`config.mk`:
```
export PLATFORM = sky130hd
export DESIGN_NAME = rpm_bcd_convert_flat
export DESIGN_NICKNAME = d
export VERILOG_FILES = /design/src/rtl/rpm_bcd_convert_if.sv /design/src/rtl/rpm_bcd_convert.sv /design/src/flat_wrapper.sv
export SDC_FILE = /design/constraint.sdc
export NUM_CORES = 1
export LEC_CHECK = 0
export BUFFER_PORTS_ARGS = -buffer_cell sky130_fd_sc_hd__buf_2
export CAP_MARGIN = 20
export CORE_MARGIN = 2
export CORE_UTILIZATION = 50
export DETAILED_ROUTE_END_ITERATION = 6
export HOLD_SLACK_MARGIN = 0.05
export PLACE_DENSITY = 0.74
export SETUP_SLACK_MARGIN = 0.2
export SYNTH_ARGS = -nofsm -noshare
export SYNTH_HDL_FRONTEND = slang
export SYNTH_SLANG_ARGS = --single-unit
```
`constraint.sdc`:
```
create_clock -name clk -period 2 [get_ports clk]
set_input_delay 0.1 -clock clk [delete_from_list [all_inputs] [get_ports clk]]
set_output_delay 0.1 -clock clk [all_outputs]
set_load 0.01 [all_outputs]
```
`src/rtl/rpm_bcd_convert_if.sv`:
```
// Request/response bundle between an RPM source and the BCD converter.
interface rpm_bcd_convert_if #(
  parameter int BIN_W  = 14,
  parameter int DIGITS = 5
);
  logic [BIN_W-1:0]    bin;
  logic                in_valid;
  logic                in_ready;
  logic [4*DIGITS-1:0] bcd;
  logic                out_valid;
  logic                busy;

  modport master (output bin, in_valid, input in_ready, bcd, out_valid, busy);
  modport slave  (input bin, in_valid, output in_ready, bcd, out_valid, busy);
endinterface

```
`src/rtl/rpm_bcd_convert.sv`:
```
// Serial double-dabble binary-to-BCD converter, one input bit per clock.
// Output digits feed seven-segment decoders; 4'hF marks a blanked digit.
module rpm_bcd_convert #(
  parameter int BIN_W    = 14,
  parameter int DIGITS   = 5,
  parameter bit BLANK_LZ = 1'b1
) (
  input logic              clk,
  input logic              reset,
  rpm_bcd_convert_if.slave conv
);
  localparam int BCD_W = 4 * DIGITS;
  localparam int CNT_W = (BIN_W > 1) ? $clog2(BIN_W) : 1;
  // Value 0: units digit 0, everything above it blanked (or zero).
  localparam logic [BCD_W-1:0] RST_BCD = BLANK_LZ ? ~BCD_W'(4'hF) : '0;

  function automatic logic [63:0] pow10(input int n);
    logic [63:0] p;
    p = 64'd1;
    for (int i = 0; i < n; i++) p = p * 64'd10;
    return p;
  endfunction

  // Every binary input must fit in the digit count, so no overflow path exists.
  if ((64'd1 << BIN_W) > pow10(DIGITS)) begin : g_range_err
    $error("rpm_bcd_convert: DIGITS too small for BIN_W");
  end

  typedef enum logic [1:0] {IDLE, SHIFT, DONE} state_t;

  state_t             state, state_next;
  logic [BIN_W-1:0]   shreg;
  logic [BCD_W-1:0]   scratch;
  logic [BCD_W-1:0]   adj;
  logic [BCD_W-1:0]   blanked;
  logic [CNT_W-1:0]   cnt;
  logic [BCD_W-1:0]   bcd_q;
  logic               out_valid_q;
  logic               seen_nz;

  // Add 3 to every nibble >= 5 before the shift; nibbles are independent.
  always_comb begin
    adj = scratch;
    for (int k = 0; k < DIGITS; k++) begin
      if (scratch[4*k +: 4] >= 4'd5) adj[4*k +: 4] = scratch[4*k +: 4] + 4'd3;
    end
  end

  // Leading-zero blanking from the top digit down; units digit always shown.
  always_comb begin
    blanked = scratch;
    seen_nz = 1'b0;
    for (int k = DIGITS - 1; k >= 1; k--) begin
      if (scratch[4*k +: 4] != 4'd0) seen_nz = 1'b1;
      else if (!seen_nz && BLANK_LZ) blanked[4*k +: 4] = 4'hF;
    end
  end

  // State register.
  always_ff @(posedge clk) begin
    if (reset) state <= IDLE;
    else       state <= state_next;
  end

  // Next-state logic: accept in IDLE, BIN_W shift cycles, one DONE cycle.
  always_comb begin
    state_next = state;
    case (state)
      IDLE:    if (conv.in_valid) state_next = SHIFT;
      SHIFT:   if (cnt == '0) state_next = DONE;
      DONE:    state_next = IDLE;
      default: state_next = IDLE;
    endcase
  end

  // Datapath: latch on accept, add-3/shift in SHIFT, load result in DONE.
  always_ff @(posedge clk) begin
    if (reset) begin
      shreg       <= '0;
      scratch     <= '0;
      cnt         <= '0;
      bcd_q       <= RST_BCD;
      out_valid_q <= 1'b0;
    end else begin
      out_valid_q <= 1'b0;
      case (state)
        IDLE: if (conv.in_valid) begin
          shreg   <= conv.bin;
          scratch <= '0;
          cnt     <= CNT_W'(BIN_W - 1);
        end
        SHIFT: begin
          {scratch, shreg} <= {adj[BCD_W-2:0], shreg, 1'b0};
          cnt              <= cnt - CNT_W'(1);
        end
        DONE: begin
          bcd_q       <= blanked;
          out_valid_q <= 1'b1;
        end
        default: ;
      endcase
    end
  end

  assign conv.in_ready  = (state == IDLE);
  assign conv.busy      = (state != IDLE);
  assign conv.bcd       = bcd_q;
  assign conv.out_valid = out_valid_q;
endmodule

```
`src/flat_wrapper.sv`:
```
// flat-port wrapper written by rule: the top's interface ports become plain ports
module rpm_bcd_convert_flat 
#(
  parameter int BIN_W    = 14,
  parameter int DIGITS   = 5,
  parameter bit BLANK_LZ = 1'b1
)
  (clk, reset, conv_bin, conv_in_valid, conv_in_ready, conv_bcd, conv_out_valid, conv_busy);
  rpm_bcd_convert_if #(.BIN_W(BIN_W), .DIGITS(DIGITS)) conv_i ();
  input logic clk;
  input logic reset;
  input wire logic [$bits(conv_i.bin)-1:0] conv_bin;
  input wire logic [$bits(conv_i.in_valid)-1:0] conv_in_valid;
  output wire logic [$bits(conv_i.in_ready)-1:0] conv_in_ready;
  output wire logic [$bits(conv_i.bcd)-1:0] conv_bcd;
  output wire logic [$bits(conv_i.out_valid)-1:0] conv_out_valid;
  output wire logic [$bits(conv_i.busy)-1:0] conv_busy;
  assign conv_i.bin = conv_bin;
  assign conv_i.in_valid = conv_in_valid;
  assign conv_in_ready = conv_i.in_ready;
  assign conv_bcd = conv_i.bcd;
  assign conv_out_valid = conv_i.out_valid;
  assign conv_busy = conv_i.busy;
  rpm_bcd_convert #(.BIN_W(BIN_W), .DIGITS(DIGITS), .BLANK_LZ(BLANK_LZ)) u_core (.clk(clk), .reset(reset), .conv(conv_i));
endmodule
```
After elaboration in Yosys (flattened, before gate mapping)
Cells that the tools add are included.

Add/sub/neg operators: 6. $lt $le $gt $ge: 5. Eq/ne operators: 4. Muxes and demuxes: 25. Reduce and logical (&&, ||, !) cells: 10.

Operators with widths (count): $mux 4 (12); $pmux 20 s2 (1); $pmux 14 s2 (1); $ge 4x3->1 const B (5); $mux 20 (1); $add 4x2->4 const B (4); $reduce_bool 4->1 (4); $mux 14 (1); $pmux 4 s2 (1); $logic_not 4->1 (1); $mux 1 (4); $mux 2 (2); $pmux 2 s2 (1); $reduce_and 2->1 (2); $reduce_bool 2->1 (2); $sub 4x1->4 const B (1); $add 3x2->3 const B (1); $mux 3 (1); $eq 2x1->1 const B (1); $eq 2x2->1 const B (1); $logic_not 2->1 (1); $ne 2x1->1 const B (1); $ne 2x2->1 const B (1).

Flip-flop bits (word level): 61. Input port bits: 17. Word-level logic and storage cells: 56.

Logic depth before layout (Yosys ltp)
Gate-level depths: netlist of run 1.

Depth after elaboration: 6. Mapped depth: 6. Mapped depth without buffers: 6.

Least setup slack after synthesis of run 1
No wires, ideal clock.

Path kind: register -> register. Start: register u_core.scratch[16]. End: register u_core.bcd_q[4], in the netlist u_core.conv.bcd[4]. Library setup time: 0.057 ns. Arrival time: 1.492 ns. Required time: 1.943 ns. Slack: 0.451 ns. Stages on the path, launching flop included: 7. Clock period less this slack: 1.549 ns. Path through: dfxtp_1 inv_1 ha_1 or3b_1 nand3b_4 o21ai_4 o32a_2.

Word-level cells in the longest chain between the ends: 6.

Ends and longest elaborated chain: start, declared (line rpm_bcd_convert.sv:33) `logic [BCD_W-1:0] scratch;`; start signal, assigned (line rpm_bcd_convert.sv:93) `{scratch, shreg} <= {adj[BCD_W-2:0], shreg, 1'b0};`; $reduce_bool 4->1 (line rpm_bcd_convert.sv:54) `if (scratch[4*k +: 4] != 4'd0) seen_nz = 1'b1;`; $mux 1 (3 in series) (line rpm_bcd_convert.sv:54); $mux 4 (line rpm_bcd_convert.sv:55) `else if (!seen_nz && BLANK_LZ) blanked[4*k +: 4] = 4'hF;`; $mux 4 (line rpm_bcd_convert.sv:54); end signal, assigned (line rpm_bcd_convert.sv:97) `bcd_q <= blanked;`; end, declared (line rpm_bcd_convert.sv:37) `logic [BCD_W-1:0] bcd_q;`.

Every way passes these cells. A chain may end at the register's enable or synchronous reset.

Final worst setup path of run 1
Start: register u_core.scratch[16]. End: register u_core.bcd_q[7], in the netlist u_core.conv.bcd[7].

Same word-level chain as after synthesis.

==> summary.md, run 1 <==
| Metric | Value |
|---|---|
| Outcome | finished clean |
| Worst-Skew Late Latency | 0.34 ns |
| RSZ-0062 raised after global routing | no |
| Cell family with most CP delay | simple AND/OR/NAND/NOR gates |
| TritonCTS Buffers | 9 |
| DIE HEIGHT | 81.2 µm |
| Required time of the critical path | 2.29 ns |
| Worst path bufs/invs | 1 |
| Final setup fails | 0 |
| Max-slew violations | 0 |
| Setup TNS | 0 ns |
| IO Pins | 40 |
| First-pass DRT Iterations | 4 |
| Core Util, Final | 0.587 |
| Global-route wire length before repair | 10,600 µm |
| Syn Inst Count | 352 |
| Initial antenna violation count | 0 |
| Avg Cell Area, Syn | 8.47 µm² |
| Area grow syn2layout | 15.1% |
| CTS tree | done |
| Area contributors post-synth | dfxtp_1 41%, a21oi_1 6.9%, ha_1 5.9% |
| Avg WL per Cell | 13.6 µm |
| Sw power | 661 µW |
| Multi-input logic area | 1590 µm² |
| Horiz. Die Dim | 81.2 µm |
| Post-Synthesis Cell Area | 2980 µm² |
| Final #Nets | 422 |
| Fin worst setup slack | 0.300 ns |
| Vias in the first global route | 2,323 |
| Clk root buf | clkbuf_8 |
| Top cell type's share of synthesized area | 0.409 |
| Ys async rst share | 0 |
| Prevailing post-synth register cell | dfxtp_1 |
| Int Pwr | 1960 µW |
| Slowest-stage cell, CP | or3b_1 |
| Pre-CTS setup slack | 0.297 ns |
| Post-synth EDFFs | 0 |
| Sw Share | 0.252 |
| Maximum buffer depth of the clock tree | 2 |
| Layout cell share with drive strength beyond 1 | 0.221 |
| Leak | 0.00140 µW |
| Crit path max fanout | 5 |
| Mapped Nets | 383 |
| Minimum clock period | 1.70 ns |
| Synthesis-stage register bit count | 61 |
| H-Tree Depth | 3 |
| Clk slew on worst S/H paths | 0.07 ns |
| CP Capture Type | flop |
| Leading area contributor after synthesis | dfxtp_1 |
| Via/cell ratio | 5.43 |
| Critical path class | reg2reg |
| Crit path cell chain | inv_1, ha_2, or3b_1, nand3b_4, o21ai_4, o32a_2 |
| N_diodes | 0 |
| Site row count | 28 |
| Storage element area | 1220 µm² |
| DP Wirelength | 4320 µm |
| Final Hold Fails | 0 |
| Sequential share of power | 0.497 |
| Hold Path Class | in2reg |
| Critical Path Max Stage Delay | 0.41 ns |
| Fillers | 533 |
| Total gr overflow | 0 |
| Max VDD drop | 0.429 mV |
| Starting DRT DRC Count | 128 |
| Routed Antenna Nets | 0 |
| Count of different cell masters after synthesis | 47 |
| Gpl congestion | 0.848 |
| Final cycle utilization of the critical path | 0.850 |
| PD cells | 763 nW/µm² |
| Clock sinks | 61 |
| CP startpoint kind | flop |
| Max Freq | 0.588 GHz |
| Sequential area share after synthesis | 0.409 |
| Dpl cells | 455 |
| Initial Util | 0.510 |
| Max-Cap Viols | 0 |
| Finished Layout Cells | 469 |
| DRC viols | 0 |
| Core Area | 5850 µm² |
| Clk pwr share | 0.387 |
| Post-CTS Setup Repair Bufs | 0 |
| Tightest Pin Transition | 0.657 ns |
| Crit path DAT | 1.99 ns |
| Largest net degree at the start of global routing | 29 |
| Total wire length | 6400 µm |
| Full die area | 6600 µm² |
| Number of port buffers | 39 |
| Vias | 2,546 |
| Clk_skew | 0.00980 ns |
| Slew HR | 0.561 |
| YS warnings | 0 |
| Gr usage total | 0.208 |
| Gate power share | 0.116 |
==> path summary, 6_finish.rpt <==
kind | start | endpoint | slack, ns | depth (start not counted)
worst max-delay path | u_core.scratch[16] | u_core.conv.bcd[7] | 0.30 | 6
worst min-delay path | conv_bin[1] | u_core.shreg[1] | 0.17 | 5
worst max register to register | u_core.scratch[16] | u_core.conv.bcd[7] | 0.30 | 6
worst min register to register | u_core.conv.bcd[1] | u_core.conv.bcd[1] | 0.46 | 2
==> logic make-up after synthesis <==
| group | count (synthesis) | share of synthesized area |
|---|---|---|
| simple gates | 125 | 0.207 |
| compound gates | 100 | 0.230 |
| mux | 5 | 0.0172 |
| buf+inv | 41 | 0.0604 |
| fa+ha+maj | 14 | 0.0587 |
| xor+xnor | 6 | 0.0176 |
| flops | 61 | 0.409 |
==> worst register-to-register path, cell delays in order (launching register included) <==
cell and delay (ns):
dfxtp_1 0.34, inv_1 0.10, ha_2 0.21, or3b_1 0.41, nand3b_4 0.23, o21ai_4 0.19, o32a_2 0.17
==> stage by stage <==
| stage | hold WS (ns) | power, µW | cell area [µm²] |
|---|---|---|---|
| CTS | 0.172 | 2640 | 3430 |
| global route | 0.206 | 2730 | 3430 |
| finish | 0.172 | 2620 | 3430 |
| floorplan | 0.319 | 1540 | 2980 |
| detailed placement | 0.446 | 1630 | 3240 |
| global placement | 0.445 | 1630 | 3240 |
==> registers in the layout, indices dropped and copies added (netlist names) <==
signal,cells
u_core.cnt,4
u_core.conv.bcd,20
u_core.conv.out_valid,1
u_core.scratch,20
u_core.shreg,14
u_core.state,2
==> placed cells by master (no fill, tap or decap), types with 3 or more instances in the layout <==
master	n
nor3b_1	4
a2111oi_2	3
o32a_2	4
xnor2_1	5
ha_1	13
nor2b_1	6
o21bai_1	5
a21oi_1	40
inv_1	20
clkbuf_8	13
nand2_1	22
buf_4	10
nand2b_1	11
o21ai_0	18
nor3_1	20
mux2i_1	4
dfxtp_1	61
a22o_1	4
nand3_1	6
buf_2	39
o22ai_1	4
o31ai_1	3
nor2_1	44
o221a_2	6
==> layer usage <==
metal,vias to the layer above,part of all wire,GRT usage
met4,0,0.026,0.119
met1,1187,0.48,0.262
met2,41,0.45,0.328
met5,-,0,0
met3,15,0.037,0.0444
li1,1303,-,-
==> what timing repair did <==
action / in CTS / in global routing
endpoints found under the setup margin: 0 / 5
gates resized for setup: 0 / 2
hold buffers: 0 / 0
==> power groups by stage <==
stage | clock network [µW] | logic (µW) | registers (µW)
floorplan | 0 | 225 | 1320
global placement | 0 | 298 | 1330
detailed placement | 0 | 304 | 1330
CTS | 1030 | 305 | 1300
global route | 1090 | 337 | 1310
finish | 1010 | 303 | 1300
==> cell type report <==
| class | count | share of cell area |
|---|---|---|
| clock buffers | 13 | 0.0521 |
| repair buffers | 49 | 0.0787 |
| inverters | 20 | 0.0219 |
| clock inverters | 1 | 0.00146 |
| well taps | 75 | 0.0273 |
| flip-flops and latches | 61 | 0.356 |
| multi-input cells | 250 | 0.463 |
==> Yosys cell counts, types with 2 or more instances <==
cell	number
o31ai_1	3
a21oi_1	41
clkbuf_1	8
a211oi_1	2
o21bai_1	5
inv_1	20
buf_6	2
o221a_2	6
and2b_1	2
nor2_1	44
a22o_1	4
nand2_1	22
nand3_1	6
o32a_2	4
buf_2	6
a2111oi_2	3
xnor2_1	5
dfxtp_1	61
a2111oi_1	2
mux2i_1	4
buf_1	4
nand2b_1	11
nor2b_1	6
nand3b_1	2
a311oi_1	2
nor3_1	20
o21ai_0	18
o22ai_1	4
ha_1	14
nor3b_1	4
No activity file was read; power rests on OpenSTA's default activity.
==> run 2: changes to the inputs <==
PLACE_DENSITY = 0.77   (was 0.74)
clock period = 1.5 ns   (was 2 ns; I/O delays follow)
==> summary.md, run 2 (synthesis results as in run 1) <==
| Metric | Value |
|---|---|
| Outcome | finished, violations left |
| Violated checks | setup timing |
| Global-route wire length before repair | 12,800 µm |
| Pre-CTS setup slack | 0.0228 ns |
| Fillers | 357 |
| Crit path DAT | 1.87 ns |
| Minimum clock period | 1.61 ns |
| Tot Pwr | 4150 µW |
| DRC viols | 0 |
| Fin worst setup slack | -0.108 ns |
| Crit path max fanout | 4 |
| Clk pwr share | 0.421 |
| Gr usage total | 0.256 |
| Area grow syn2layout | 49.2% |
| Starting DRT DRC Count | 177 |
| Sw power | 1040 µW |
| Max-Cap Viols | 0 |
| CP startpoint kind | flop |
| Hold Path Class | in2reg |
| Final Hold Fails | 0 |
| DIE HEIGHT | 81.2 µm |
| Number of port buffers | 39 |
| Worst-Skew Late Latency | 0.35 ns |
| Clk slew on worst S/H paths | 0.07 ns |
| Vias in the first global route | 2,683 |
| Vias | 2,956 |
| Initial Util | 0.510 |
| Hold_ws | 0.162 ns |
| Core Util, Final | 0.761 |
| Site row count | 28 |
| Most frequent cells in the layout | 48 x dfxtp_1, 44 x nor2_1, 37 x buf_2, 34 x buf_4, 29 x a21oi_1 |
| Clk root buf | clkbuf_8 |
| Leak | 0.00177 µW |
| Final cycle utilization of the critical path | 1.07 |
| Via/cell ratio | 5.76 |
| Tightest Pin Transition | 0.514 ns |
| Max Freq | 0.622 GHz |
| Clock sinks | 61 |
| H-Tree Depth | 3 |
| Int Pwr | 3100 µW |
| CTS tree | done |
| Gpl congestion | 0.859 |
| Final setup fails | 1 |
| Setup TNS | -0.108 ns |
| Max-slew violations | 0 |
| Full die area | 6600 µm² |
| Gate power share | 0.161 |
| Slew HR | 0.658 |
| Maximum buffer depth of the clock tree | 2 |
| DP Wirelength | 4840 µm |
| Initial antenna violation count | 0 |
| Layout cell share with drive strength beyond 1 | 0.468 |
| Routed Antenna Nets | 0 |
| First-pass DRT Iterations | 5 |
| Hold Buf Count CTS | 0 |
| Sw Share | 0.251 |
| IO Pins | 40 |
| Commonest non-fill, non-tap cell in the layout | dfxtp_1 |
| Clk_skew | 0.00807 ns |
| PD cells | 931 nW/µm² |
| TritonCTS Buffers | 9 |
| Largest net degree at the start of global routing | 33 |
| Core Area | 5850 µm² |
| CP Capture Type | flop |
| Max VDD drop | 0.599 mV |
| RSZ-0062 raised after global routing | yes |
| Sequential share of power | 0.418 |
| N_diodes | 0 |
| Final #Nets | 464 |
| Horiz. Die Dim | 81.2 µm |
| Required time of the critical path | 1.76 ns |
| Critical path class | reg2reg |
| Avg WL per Cell | 17.7 µm |
| Total gr overflow | 0 |
| Total wire length | 9060 µm |
## run 2: area by class of cell
cell class | instances | area (µm²) | area share
Clock buffer | 11 | 131 | 0.0295
Clock inverter | 5 | 100 | 0.0225
Inverter | 20 | 97.6 | 0.0219
Timing Repair Buffer | 91 | 751 | 0.169
Multi-Input combinational cell | 250 | 2030 | 0.456
Tap cell | 75 | 93.8 | 0.0211
Sequential cell | 61 | 1250 | 0.280
## run 2: what timing repair did
item / 4_1_cts / 5_1_grt
gates resized for setup: 54 / 71
endpoints found under the setup margin: 39 / 50
pin swaps: 11 / 21
setup buffers: 16 / 9
hold endpoints to repair: 0 / 0
cloned: 2 / 0
## run 2: layer usage
metal,GRT usage,vias up,share of wire
li1,-,1388,-
met1,0.298,1405,0.39
met2,0.445,133,0.51
met3,0.0656,30,0.063
met4,0.110,0,0.033
met5,0,-,0
## run 2: worst max-delay path: stages, from the launching register on
cell and delay [ns]:
dfxtp_2 0.34, inv_2 0.07, ha_4 0.13, or3b_4 0.39, and2b_4 0.31, nor3_2 0.05, o21bai_1 0.22
## run 2: worst paths after layout
check | startpoint | endpoint | slack (ns) | depth (start not counted)
worst max-delay path | u_core.scratch[16] | u_core.conv.bcd[13] | -0.11 | 6
worst min-delay path | conv_bin[0] | u_core.shreg[0] | 0.16 | 5
worst max register to register | u_core.scratch[16] | u_core.conv.bcd[13] | -0.11 | 6
worst min register to register | u_core.conv.bcd[3] | u_core.conv.bcd[3] | 0.47 | 2
## run 2: per-stage QoR
stage          instances  area, µm²
2_1_floorplan        352       3070
3_3_place_gp         470       3480
3_5_place_dp         470       3480
4_1_cts              504       4110
5_1_grt              513       4450
6_report             513       4450
## run 2: power by group through the flow
stage / registers (µW) / clock network (µW) / logic [µW]
floorplan: 1760 / 0 / 301
finish: 1730 / 1740 / 668
detailed placement: 1770 / 0 / 445
CTS: 1730 / 1750 / 562
global placement: 1760 / 0 / 433
global route: 1740 / 1830 / 713
